`src/rtl/transport_receive.sv`:
```
// Receive side of the transport packet layer: parses control and audio packets from the
// framed byte stream. Optional build macro RX_STRICT_CHECK_EN enforces padding/trailer values.
module transport_receive #(
    parameter int PACKET_SIZE = 16,
    parameter int FIFO_DEPTH  = 16,
    parameter int FIFO_AW     = 4
) (
    input  logic               clk,
    input  logic               reset,
    input  logic [7:0]         rx_byte,
    input  logic               rx_valid,
    input  logic               rx_frame,
    output logic [15:0]        ctrl_data,
    output logic               ctrl_valid,
    output logic [15:0]        audio_dout,
    input  logic               audio_rd_en,
    output logic               audio_empty,
    output logic [FIFO_AW:0]   audio_count,
    output logic               audio_overflow,
    output logic               pkt_err,
    output logic               busy
);
    localparam int CNT_W = $clog2(PACKET_SIZE + 1);
    localparam int FW    = FIFO_AW + 1;
    localparam logic [CNT_W-1:0] LAST_IDX    = CNT_W'(PACKET_SIZE - 1);
    localparam logic [CNT_W-1:0] LAST_LO_IDX = CNT_W'(PACKET_SIZE - 2);
    localparam logic [FW-1:0]    FIFO_FULL   = FW'(FIFO_DEPTH);
    localparam logic [7:0]       HDR_CTRL    = 8'h40;
    localparam logic [7:0]       HDR_AUDIO   = 8'h80;

    typedef enum logic [2:0] {
        IDLE     = 3'd0,
        CTRL_HI  = 3'd1,
        CTRL_LO  = 3'd2,
        CTRL_PAD = 3'd3,
        AUD_HI   = 3'd4,
        AUD_LO   = 3'd5,
        AUD_TRL  = 3'd6,
        DISCARD  = 3'd7
    } state_t;

    state_t             state_q, state_d;
    logic [CNT_W-1:0]   cnt_q, cnt_d;
    logic [7:0]         hi_q, hi_d;
    logic [15:0]        ctrl_data_q, ctrl_data_d;
    logic               ctrl_valid_q, ctrl_valid_d;
    logic               pkt_err_q, pkt_err_d;
    logic               overflow_q, overflow_d;
    logic [FIFO_AW-1:0] wr_ptr_q, wr_ptr_d;
    logic [FIFO_AW-1:0] rd_ptr_q, rd_ptr_d;
    logic [FW-1:0]      count_q, count_d;
    logic [15:0]        mem_q [FIFO_DEPTH];
    logic [15:0]        mem_d [FIFO_DEPTH];

    logic               acc_s, last_s, wr_req_s, rd_s, full_s, wr_s;
    logic [15:0]        wdata_s;
`ifdef RX_STRICT_CHECK_EN
    logic [7:0]         lo_q, lo_d;
    logic               pad_bad_q, pad_bad_d;
`endif

    assign acc_s   = rx_valid && rx_frame;
    assign last_s  = (cnt_q == LAST_IDX);
    assign wdata_s = {hi_q, rx_byte};

    // Packet parser: next state, byte counter and delivery decisions.
    always_comb begin
        state_d      = state_q;
        cnt_d        = cnt_q;
        hi_d         = hi_q;
        ctrl_data_d  = ctrl_data_q;
        ctrl_valid_d = 1'b0;
        pkt_err_d    = 1'b0;
        wr_req_s     = 1'b0;
`ifdef RX_STRICT_CHECK_EN
        lo_d         = lo_q;
        pad_bad_d    = pad_bad_q;
`endif
        if ((state_q != IDLE) && !rx_frame) begin
            // Truncated packet; a discarded packet was already flagged at its header.
            state_d   = IDLE;
            cnt_d     = {CNT_W{1'b0}};
            pkt_err_d = (state_q != DISCARD);
        end else if (acc_s) begin
            cnt_d = last_s ? {CNT_W{1'b0}} : (cnt_q + CNT_W'(1));
            case (state_q)
                IDLE: begin
                    cnt_d = CNT_W'(1);
`ifdef RX_STRICT_CHECK_EN
                    pad_bad_d = 1'b0;
`endif
                    if (rx_byte == HDR_CTRL) begin
                        state_d = CTRL_HI;
                    end else if (rx_byte == HDR_AUDIO) begin
                        state_d = AUD_HI;
                    end else begin
                        state_d   = DISCARD;
                        pkt_err_d = 1'b1;
                    end
                end
                CTRL_HI: begin
                    hi_d    = rx_byte;
                    state_d = CTRL_LO;
                end
                CTRL_LO: begin
                    state_d = CTRL_PAD;
`ifdef RX_STRICT_CHECK_EN
                    lo_d = rx_byte;
`else
                    ctrl_data_d  = wdata_s;
                    ctrl_valid_d = 1'b1;
`endif
                end
                CTRL_PAD: begin
`ifdef RX_STRICT_CHECK_EN
                    pad_bad_d = pad_bad_q | (rx_byte != 8'h00);
                    if (last_s) begin
                        state_d = IDLE;
                        if (pad_bad_d) begin
                            pkt_err_d = 1'b1;
                        end else begin
                            ctrl_data_d  = {hi_q, lo_q};
                            ctrl_valid_d = 1'b1;
                        end
                    end else begin
                        state_d = CTRL_PAD;
                    end
`else
                    state_d = last_s ? IDLE : CTRL_PAD;
`endif
                end
                AUD_HI: begin
                    hi_d    = rx_byte;
                    state_d = AUD_LO;
                end
                AUD_LO: begin
                    wr_req_s = 1'b1;
                    state_d  = (cnt_q == LAST_LO_IDX) ? AUD_TRL : AUD_HI;
                end
                AUD_TRL: begin
                    state_d = IDLE;
`ifdef RX_STRICT_CHECK_EN
                    pkt_err_d = (rx_byte != 8'hFF);
`endif
                end
                DISCARD: begin
                    state_d = last_s ? IDLE : DISCARD;
                end
                default: begin
                    state_d = IDLE;
                    cnt_d   = {CNT_W{1'b0}};
                end
            endcase
        end else begin
            state_d = state_q;
        end
    end

    // Sample FIFO: a write on full only succeeds when a read frees the head slot.
    always_comb begin
        rd_s       = audio_rd_en && (count_q != {FW{1'b0}});
        full_s     = (count_q == FIFO_FULL);
        wr_s       = wr_req_s && (!full_s || rd_s);
        overflow_d = overflow_q | (wr_req_s & full_s & ~rd_s);
        wr_ptr_d   = wr_ptr_q + FIFO_AW'(wr_s);
        rd_ptr_d   = rd_ptr_q + FIFO_AW'(rd_s);
        count_d    = count_q + FW'(wr_s) - FW'(rd_s);
        mem_d      = mem_q;
        mem_d[wr_ptr_q] = wr_s ? wdata_s : mem_q[wr_ptr_q];
    end

    // Parser and FIFO control registers with synchronous reset.
    always_ff @(posedge clk) begin
        if (reset) begin
            state_q      <= IDLE;
            cnt_q        <= {CNT_W{1'b0}};
            hi_q         <= 8'h00;
            ctrl_data_q  <= 16'h0000;
            ctrl_valid_q <= 1'b0;
            pkt_err_q    <= 1'b0;
            overflow_q   <= 1'b0;
            wr_ptr_q     <= {FIFO_AW{1'b0}};
            rd_ptr_q     <= {FIFO_AW{1'b0}};
            count_q      <= {FW{1'b0}};
`ifdef RX_STRICT_CHECK_EN
            lo_q         <= 8'h00;
            pad_bad_q    <= 1'b0;
`endif
        end else begin
            state_q      <= state_d;
            cnt_q        <= cnt_d;
            hi_q         <= hi_d;
            ctrl_data_q  <= ctrl_data_d;
            ctrl_valid_q <= ctrl_valid_d;
            pkt_err_q    <= pkt_err_d;
            overflow_q   <= overflow_d;
            wr_ptr_q     <= wr_ptr_d;
            rd_ptr_q     <= rd_ptr_d;
            count_q      <= count_d;
`ifdef RX_STRICT_CHECK_EN
            lo_q         <= lo_d;
            pad_bad_q    <= pad_bad_d;
`endif
        end
    end

    // Sample storage needs no reset; occupancy is defined by the pointers.
    always_ff @(posedge clk) begin
        mem_q <= mem_d;
    end

    assign ctrl_data      = ctrl_data_q;
    assign ctrl_valid     = ctrl_valid_q;
    assign pkt_err        = pkt_err_q;
    assign audio_overflow = overflow_q;
    assign audio_count    = count_q;
    assign audio_empty    = (count_q == {FW{1'b0}});
    assign audio_dout     = mem_q[rd_ptr_q];
    assign busy           = (state_q != IDLE);

endmodule

```
`config.mk`:
```
export PLATFORM = sky130hd
export DESIGN_NAME = transport_receive
export DESIGN_NICKNAME = d
export VERILOG_FILES = /design/src/rtl/transport_receive.sv
export SDC_FILE = /design/constraint.sdc
export NUM_CORES = 1
export LEC_CHECK = 0
export CORE_ASPECT_RATIO = 0.75
export CORE_UTILIZATION = 58
export DETAILED_ROUTE_END_ITERATION = 10
export DONT_BUFFER_PORTS = 1
export GPL_TIMING_DRIVEN = 0
export PLACE_DENSITY = 0.78
export SETUP_SLACK_MARGIN = 0.4
export SLEW_MARGIN = 5
export SYNTH_ARGS = -nofsm -noshare
export SYNTH_HDL_FRONTEND = slang
export SYNTH_SLANG_ARGS = --single-unit
```
`constraint.sdc`:
```
create_clock -name clk -period 7.6 [get_ports clk]
set_input_delay 0.76 -clock clk [delete_from_list [all_inputs] [get_ports clk]]
set_output_delay 0.76 -clock clk [all_outputs]
set_load 0.01 [all_outputs]
```
==> results.md <==
- Outcome: finished clean
- Root buf cell: clkbuf_16
- DR vias/cell: 7.53
- Top FF cell, synth: edfxtp_1
- Ys async rst share: 0%
- Worst Setup Slack, final: 3.71 ns
- EDFF count, synth: 256
- Total power draw: ~4.6 mW
- Global Route Usage Sum: 34.0%
- Post-Route WL: 41.1 mm
- Max cap viols: 0
- Port Buffers: 0
- Total die area: 0.0249 sq mm
- Post-CTS Resized: 0
- Endpoints failing hold: 0
- Buf/Inv on CP: 2
- Largest net degree at the start of global routing: 17
- Peak fanout along the critical path: 10
- Vias in the first global route: 8,499
- Initial Utilization: 60.1%
- N_diodes: 0
- Core area: 0.0234 sq mm
- Initial antenna violation count: 0
- Final Cell Area: 0.0158 sq mm
- Synth unique cells: 46
- Die H: 137 um
- CTS Buf Count: 29
- CTS tree: built
- Commonest cells after routing, fill and taps aside: edfxtp_1 (256), mux4_2 (113), dfxtp_1 (48)
- # Post-CTS Setup Buffers: 0
- CP arrival: 3.13 ns
- DIE WIDTH: 182 um
- Synthesized Nets: 797
- Sum Neg Setup Slack: 0 ns
- Clock Path Buffers: 3
- Max frequency: 257 MHz
- Leading cell type in the layout, fill and taps excluded: edfxtp_1
- First-pass GRT wire length: 58.5 mm
- Fin crit share: 51.2%
- Pre-CTS WS: 3.98 ns
- Placed cell area: 0.0148 sq mm
- CP Launch Type: flop
- Via count: 8,637
- CTS sink cnt: 304
- Final ANT Viol Nets: 0
- Htree depth: 1
- RePlAce Congestion: ~0.9
- Area grow syn2layout: 12.3%
- Sequential fraction of the synthesis area: 61.5%
- Layout cells sized above 1: between 30% and 40%
- Post-Syn Instances: around 770
- Setup violators final: 0
- Leak: 4.85 nW
- Nets@finish: around 850
- Slew margin rel.: between 20% and 30%
- Row count: 48
- Fill cell count: roughly 1,500
- Initial DRC count: 1,556
- Quantity of hold-fixing buffers added after cts: 0
- DR WL/cell: 35.8 um
- Drt pass-1 iters: 5
- Measured slew at the worst slew-check pin: 1.09 ns
- CP max-delay cell: buf_1
- Crit end category: output pin
- Worst skew pair latency: 0.57 ns
- PwrDens: 289 mW/mm^2
- CP top delay family: buffers and inverters
- CP peak stage delay: 0.85 ns
- Netlist Area Pre-Place: 0.0141 sq mm
- RSZ-0062 raised after global routing: false
- Max-slew violations: 0
- Worst hold path class: in -> reg
- Worst ir drop on vdd: 0.177 mV
- Yosys reg bits: 304
- Yosys warns: 0
- Min Tclk post-route: 3.89 ns
- Io pins: 55
- Clock Skew: approximately 0.022 ns
- Critical path required time: 6.84 ns
- Overflow after GRT: 0
- Mean post-synth cell area: ~18 sq um
- Crit Path Category: reg -> out
- DRC: 0
- Fin util: 67.4%
- HPWL after detailed placement: 27.1 mm
- Worst-path cell chain: buf_2 -> buf_1 -> mux4_1 -> mux4_2
- Clk slew on worst S/H paths: 0.07 ns
worst paths after layout:
| kind | from | to | slack [ns] | cells past startpoint |
|---|---|---|---|---|
| worst max-delay path | rd_ptr_q[1] | audio_dout[5] | 3.71 | 4 |
| worst min-delay path | rx_byte[5] | ctrl_data[5] | 0.33 | 2 |
| worst max register to register | audio_count[3] | audio_count[4] | 4.15 | 16 |
| worst min register to register | cnt_q[4] | cnt_q[4] | 0.48 | 2 |
flip-flops by register name (all words and copies together), names as in the netlist:
name,flops
ctrl_valid,1
ctrl_data,16
mem_q,256
wr_ptr_q,4
audio_count,5
audio_overflow,1
hi_q,8
rd_ptr_q,4
cnt_q,5
state_q,3
pkt_err,1
synthesized netlist by cell type (all sizes together), types with 3 or more instances:
master	instances	area (sq um)
mux2i	24	240
o22ai	17	106
nand3	4	20.0
mux4	144	3360
edfxtp	256	7690
a21oi	41	205
nor3	12	70.1
xnor2	7	61.3
nand2	39	146
xor2	3	26.3
dfxtp	48	961
mux2	16	180
nand2b	6	37.5
nor2	34	128
inv	8	30.0
clkbuf	16	68.8
o21ai	10	50.1
buf	41	292
nor2b	9	56.3
ha	12	150
routing by layer:
metal | vias to the layer above | wire (um) | GRT usage, %
li1 | 3312 | - | -
met1 | 4427 | 14900 | 46.7
met2 | 773 | 18600 | 51.9
met3 | 125 | 5910 | 9.98
met4 | 0 | 1690 | 13.5
met5 | - | 0 | 0
worst reg2reg max path, cell delays in order (launching register included):
cell     delay [ns]
dfxtp_1        0.44
inv_1          0.12
ha_1           0.19
or3b_1         0.19
nor3b_2        0.06
nor2b_1        0.14
buf_6          0.20
buf_6          0.21
inv_1          0.06
ha_1           0.27
inv_1          0.04
ha_1           0.23
fa_1           0.46
a21oi_1        0.18
nor2_1         0.07
or3_1          0.36
a21oi_1        0.15
layout make-up:
cell class | instances | area, sq um | share of cell area, %
buffer | 57 | 360 | 2.28
clock buffer | 36 | 802 | 5.08
clock inverter | 17 | 193 | 1.22
inverter | 8 | 30.0 | 0.190
multi-input combinational | 402 | 5110 | 32.3
sequential | 304 | 8650 | 54.7
tap | 300 | 375 | 2.38
timing repair buffer | 23 | 280 | 1.77
cells by family after synthesis:
family | after synthesis | share of synthesized area [%]
compound gates | 76 | 3.01
fa+ha+maj | 13 | 1.21
mux | 184 | 26.8
buf+inv | 65 | 2.77
flops | 304 | 61.5
xor+xnor | 10 | 0.622
simple gates | 119 | 4.09
power breakdown:
group / internal, mW / switching [mW] / total (mW)
clock: 0.882 / 0.641 / 1.52
combinational: 0.454 / 0.550 / 1.00
sequential: 1.99 / 0.0456 / 2.03
total: 3.33 / 1.24 / 4.56
metrics by stage:
stage / hold slack [ns] / std cells
floorplan: 0.433 / 771
global placement: 0.448 / 1071
detailed placement: 0.461 / 1094
CTS: 0.330 / 1147
global route: 0.333 / 1147
finish: 0.333 / 1147
Note: power is estimated with default switching activity, not from simulation.
